<file path="src/rtl/egress_drr_scheduler.sv">
// Deficit-round-robin egress scheduler: shares one link among NUM_QUEUES codel
// instances with a one-hot, zero-latency link-ready grant per cycle.
module egress_drr_scheduler #(
  parameter int unsigned NUM_QUEUES = 4,
  parameter int unsigned LEN_W      = 11,
  parameter int unsigned QUANTUM    = 1518,
  parameter int unsigned DEF_W      = 12
) (
  input  logic                          clk,
  input  logic                          reset,
  input  logic                          i__link_ready,
  input  logic [NUM_QUEUES-1:0]         i__q_nonempty,
  input  logic [NUM_QUEUES*LEN_W-1:0]   i__q_head_len,
  input  logic [NUM_QUEUES-1:0]         i__q_drop,
  output logic [NUM_QUEUES-1:0]         o__q_grant,
  output logic                          o__grant_valid,
  output logic [$clog2(NUM_QUEUES)-1:0] o__grant_idx,
  output logic                          o__busy
);

  localparam int unsigned PTR_W = $clog2(NUM_QUEUES);

  localparam logic [1:0] ST_IDLE   = 2'd0;
  localparam logic [1:0] ST_REFILL = 2'd1;
  localparam logic [1:0] ST_SERVE  = 2'd2;

  localparam logic [DEF_W-1:0] DEF_MAX     = {DEF_W{1'b1}};
  localparam logic [DEF_W:0]   QUANTUM_EXT = (DEF_W+1)'(QUANTUM);

  logic [1:0]       r__state;
  logic [1:0]       state_nxt;
  logic [PTR_W-1:0] r__ptr;
  logic [PTR_W-1:0] ptr_nxt;
  logic [DEF_W-1:0] r__deficit [NUM_QUEUES];

  logic             def_wr_en;
  logic [DEF_W-1:0] def_wr_val;
  logic [LEN_W-1:0] head_len [NUM_QUEUES];
  logic [DEF_W-1:0] cur_len;
  logic [DEF_W-1:0] cur_def;
  logic [DEF_W:0]   refill_sum;
  logic [DEF_W-1:0] refill_sat;
  logic             any_nonempty;
  logic             grant_ok;

  for (genvar q = 0; q < NUM_QUEUES; q++) begin : g_len
    assign head_len[q] = i__q_head_len[q*LEN_W +: LEN_W];
  end

  // Pointer-queue view; refill add is one bit wider so it can saturate.
  assign cur_len      = DEF_W'(head_len[r__ptr]);
  assign cur_def      = r__deficit[r__ptr];
  assign refill_sum   = {1'b0, cur_def} + QUANTUM_EXT;
  assign refill_sat   = refill_sum[DEF_W] ? DEF_MAX : refill_sum[DEF_W-1:0];
  assign any_nonempty = |i__q_nonempty;
  assign grant_ok     = (r__state == ST_SERVE) && i__link_ready &&
                        i__q_nonempty[r__ptr] && (cur_def >= cur_len);

  // Next-state, pointer and single deficit write (always at the pointer queue).
  always_comb begin
    state_nxt  = r__state;
    ptr_nxt    = r__ptr;
    def_wr_en  = 1'b0;
    def_wr_val = cur_def;
    case (r__state)
      ST_IDLE: begin
        if (any_nonempty) state_nxt = ST_REFILL;
      end
      ST_REFILL: begin
        def_wr_en = 1'b1;
        if (i__q_nonempty[r__ptr]) begin
          def_wr_val = refill_sat;
          state_nxt  = ST_SERVE;
        end else begin
          def_wr_val = '0;
          ptr_nxt    = r__ptr + PTR_W'(1);
          state_nxt  = any_nonempty ? ST_REFILL : ST_IDLE;
        end
      end
      ST_SERVE: begin
        if (grant_ok) begin
          // Dropped packets never reach the link, so they cost nothing.
          if (!i__q_drop[r__ptr]) begin
            def_wr_en  = 1'b1;
            def_wr_val = cur_def - cur_len;
          end
        end else if (!i__q_nonempty[r__ptr]) begin
          def_wr_en  = 1'b1;
          def_wr_val = '0;
          ptr_nxt    = r__ptr + PTR_W'(1);
          state_nxt  = ST_REFILL;
        end else if (cur_def < cur_len) begin
          ptr_nxt   = r__ptr + PTR_W'(1);
          state_nxt = ST_REFILL;
        end
      end
      default: state_nxt = ST_IDLE;
    endcase
  end

  always_ff @(posedge clk) begin
    if (reset) begin
      r__state <= ST_IDLE;
      r__ptr   <= '0;
      for (int q = 0; q < NUM_QUEUES; q++) r__deficit[q] <= '0;
    end else begin
      r__state <= state_nxt;
      r__ptr   <= ptr_nxt;
      if (def_wr_en) r__deficit[r__ptr] <= def_wr_val;
    end
  end

  // Grant is combinational so codel can read its head on the same cycle.
  always_comb begin
    o__q_grant = '0;
    if (!reset) o__q_grant[r__ptr] = grant_ok;
  end

  assign o__grant_valid = |o__q_grant;
  assign o__grant_idx   = reset ? '0 : r__ptr;
  assign o__busy        = !reset && (r__state != ST_IDLE);

endmodule

</file>
<file path="config.mk">
export PLATFORM = sky130hd
export DESIGN_NAME = egress_drr_scheduler
export DESIGN_NICKNAME = d
export VERILOG_FILES = /design/src/rtl/egress_drr_scheduler.sv
export SDC_FILE = /design/constraint.sdc
export NUM_CORES = 1
export LEC_CHECK = 0
export CAP_MARGIN = 20
export CORE_ASPECT_RATIO = 1.25
export CORE_MARGIN = 4
export CORE_UTILIZATION = 25
export CTS_CLUSTER_SIZE = 40
export DETAILED_ROUTE_END_ITERATION = 8
export GPL_TIMING_DRIVEN = 1
export PLACE_DENSITY = 0.48
export SYNTH_ARGS = -nofsm -noshare
export SYNTH_HDL_FRONTEND = slang
export SYNTH_SLANG_ARGS = --single-unit
</file>
<file path="constraint.sdc">
create_clock -name clk -period 4.4 [get_ports clk]
set_input_delay 1.1 -clock clk [delete_from_list [all_inputs] [get_ports clk]]
set_output_delay 1.1 -clock clk [all_outputs]
set_load 0.01 [all_outputs]
</file>
==> impl_results.rst <==
.. list-table::
   :header-rows: 1

   * - Metric
     - Value
   * - Commonest non-fill, non-tap cells in the layout
     - buf_4, nor2_1, edfxtp_1
   * - Core occupancy in the finished layout
     - 0.3984
   * - Max Clk Rate
     - 215.4 MHz
   * - Fin area
     - 6032 µm²
   * - Number of cell rows
     - 50
   * - Async set-or-reset flop fraction in the synthesized netlist
     - 0
   * - I/O pin count
     - 63
   * - Maximum clock skew at final layout
     - 0.009965 ns
   * - Number of instances in the placed design
     - 699
   * - Hold Path Class
     - flop to flop
   * - Area inside the core boundary
     - 15140 µm²
   * - Final non-filler cell total
     - 747
   * - Worst Setup Start Kind
     - input port
   * - Number of synthesized register bits
     - 54
   * - Post-route fraction of the period consumed by the critical path
     - 1.055
   * - Total power divided by cell area
     - 603.6 nW/µm²
   * - Number of antenna-violating nets in the routed design
     - 0
   * - Proportion of synthesized chip area in sequential cells
     - 0.4017
   * - Setup repair after global routing missed its margin
     - yes
   * - Clock tree from TritonCTS
     - yes
   * - Clock latency on the worst-skew pair
     - 0.29 ns
   * - Final Worst Setup Slack
     - -0.2419 ns
   * - Depth of the CTS H-tree
     - 2
   * - GR Overflow Total
     - 0
   * - Placed wire-length estimate
     - 9947 µm
   * - Number of search-and-repair iterations in the first detailed-routing pass
     - 4
   * - Static leakage
     - 2.392 nW
   * - Die Wd
     - 119.5 µm
   * - Synthesis-to-layout area growth
     - 55.17%
   * - Buffer cell driving the clock tree root
     - clkbuf_16
   * - Final hold violation count
     - 0
   * - Drt initial violations
     - 221
   * - Critical-path cell list
     - dlygate4sd2_1 > mux4_2 > inv_2 > ha_4 > a211oi_4 > o211a_1 > nor4_4 > and2_4 > or4_4 > buf_6
   * - DP Area
     - 5384 µm²
   * - Highest-delay cell along the critical path
     - or4_4
   * - Worst voltage drop across the vdd grid
     - 287.7 µV
   * - Initial antenna violation count
     - 0
   * - Pin count of the biggest net entering global routing
     - 21
   * - Wire length of the first global-routing pass
     - 21400 µm
   * - Combined global-route utilization of all metal layers
     - 0.1554
   * - Yosys cell types
     - 55
   * - Effective utilization at floorplan
     - 0.2568
   * - CP bufs+invs
     - 3
   * - Die Y
     - 147.4 µm
   * - Mean instance size in the synthesized netlist
     - 10.54 µm²
   * - Worst Path Max Fanout
     - 4
   * - Clock Pin Slew Worst Setup and Hold Paths
     - 0.06 ns
   * - Via count of the first global-routing pass
     - 3954
   * - Design Power
     - 3.641 mW
   * - Final setup TNS
     - -0.9891 ns
   * - Routability Congestion
     - 0.8734
   * - Layout cell share with drive strength beyond 1
     - 0.4082
   * - Buffers on Ports
     - 62
   * - Worst stage delay on the critical path
     - 0.52 ns
   * - Drt wl/cell
     - 18.08 µm
   * - Failing checks
     - setup timing
   * - Via count of the routed design
     - 3637
   * - Critical path capture point type
     - output port
   * - Result of the run
     - finished, violations left
   * - Critical Path Source
     - i__q_head_len[32]
   * - Critical path's top delay family
     - simple AND/OR/NAND/NOR gates
   * - Minimum setup slack among reg-to-reg paths
     - 0.05 ns
   * - Kind of critical path
     - input port to output port
   * - Routed wire length
     - 13510 µm
   * - Nets
     - 614
   * - DRC errors left
     - 0
   * - Total of warnings raised by yosys
     - 0
   * - Post-synthesis cell count
     - 369
   * - Cts hold-fix bufs
     - 0
   * - Most common cell after layout, fill and taps aside
     - buf_4
   * - Setup Viol. Count Final
     - 9
   * - Number of clock sinks
     - 54
   * - Hold Path Origin
     - r__state[0]
   * - Number of synthesized flops with an enable pin
     - 48
   * - Synth Flop Type
     - edfxtp_1
   * - Area of the mapped netlist
     - 3887 µm²
   * - Shortest clock period the worst path allows after layout
     - 4.642 ns
   * - Buffer depth of the longest clock path
     - 2
   * - Transition time at the pin with the least slew margin
     - 0.6688 ns
   * - Die footprint
     - 17620 µm²
   * - Diodes inserted
     - 0
   * - CP Data Arrival Time
     - 3.54 ns
   * - Inserted Clock Buffers
     - 5
   * - Critical path data required time
     - 3.30 ns
   * - Final number of max-transition violations
     - 0
   * - Vias/cell
     - 4.869
   * - Syn nets
     - 445
   * - Reported max-cap violation count
     - 0
   * - Headroom to the max-slew limit
     - 0.5514
## Yosys cell counts, types with 4 or more instances
cell type / instances / area share
nand2b_1: 8 / 0.013
nor4_1: 5 / 0.0080
clkbuf_1: 9 / 0.0087
o21a_1: 5 / 0.0097
nor2_1: 65 / 0.063
and2_1: 5 / 0.0080
nand3_1: 4 / 0.0051
nand2_1: 14 / 0.014
dfxtp_1: 6 / 0.031
inv_1: 26 / 0.025
nor2b_1: 8 / 0.013
a21oi_1: 23 / 0.030
xnor2_1: 4 / 0.0090
mux4_2: 20 / 0.12
ha_1: 20 / 0.064
edfxtp_1: 48 / 0.37
mux4_1: 5 / 0.034
or3_1: 7 / 0.011
o21ai_0: 15 / 0.019
o31a_1: 4 / 0.0090
a211oi_1: 8 / 0.015
nor3_1: 6 / 0.0077
## worst register-to-register path, stage by stage (launching register included)
cell and delay (ns):
dfxtp_1 0.36, buf_12 0.13, buf_12 0.13, mux4_2 0.59
ha_4 0.36, nand4_1 0.14, buf_4 0.17, buf_4 0.12
buf_4 0.13, buf_4 0.13, buf_4 0.12, buf_4 0.12
buf_4 0.12, buf_4 0.12, buf_4 0.12, buf_4 0.12
buf_4 0.12, buf_4 0.12, buf_4 0.13, nor3_2 0.12
o31ai_2 0.08, a21oi_2 0.32, a21o_1 0.17, or3_1 0.13
a21oi_1 0.07
## worst paths after layout
path,end,cells after the start
min,r__state[0],2
max,o__grant_valid,10
max reg2reg,r__state[1],24
min reg2reg,r__state[0],2
## routing by layer
| layer | share of wire | global-route usage |
|---|---|---|
| met1 | 0.39 | 0.1720 |
| met2 | 0.54 | 0.2955 |
| met3 | 0.035 | 0.02067 |
| met5 | 0 | 0 |
| met4 | 0.032 | 0.06533 |
## state kept, by name (all words and copies together) (netlist names), named ones only
register	cells
r__state	2
r__deficit	48
r__ptr	2
## cell families after synthesis
kind of cell | synth area share
AO/OA/AOI/OAI | 0.1545
XOR/XNOR | 0.01577
adder cells (fa/ha/maj) | 0.06952
buffers and inverters | 0.04120
flip-flops | 0.4017
multiplexers | 0.1526
AND/OR/NAND/NOR | 0.1648
## where the power goes
group | switching [mW] | internal, mW | leakage, nW | total, mW
combinational | 1.27 | 1.28 | 1.76 | 2.55
sequential | 0.0243 | 0.625 | 0.546 | 0.650
clock | 0.175 | 0.269 | 0.0818 | 0.444
total | 1.47 | 2.17 | 2.39 | 3.64
## final cells by class
class	count	area [µm²]
clock inverters	3	42.54
repair buffers	176	1493
fillers	1486	9107
flip-flops and latches	54	1562
well taps	208	260.3
multi-input cells	275	2452
clock buffers	5	125.1
inverters	26	97.59
## what timing repair did
item | 4_1_cts | 5_1_grt
pin swaps | 28 | 30
gates resized for setup | 137 | 47
setup buffers | 40 | 6
endpoints found under the setup margin | 5 | 27
## through the flow
stage | hold WS [ns] | worst slack [ns]
final | 0.5088 | -0.2419
after global routing | 0.5343 | -0.2956
after CTS | 0.5089 | -0.2594
after detailed placement | 0.5008 | -1.033
after global placement | 0.4772 | -0.9656
after floorplan | 0.4647 | -0.05735
Power figures use the tool's default switching activity.
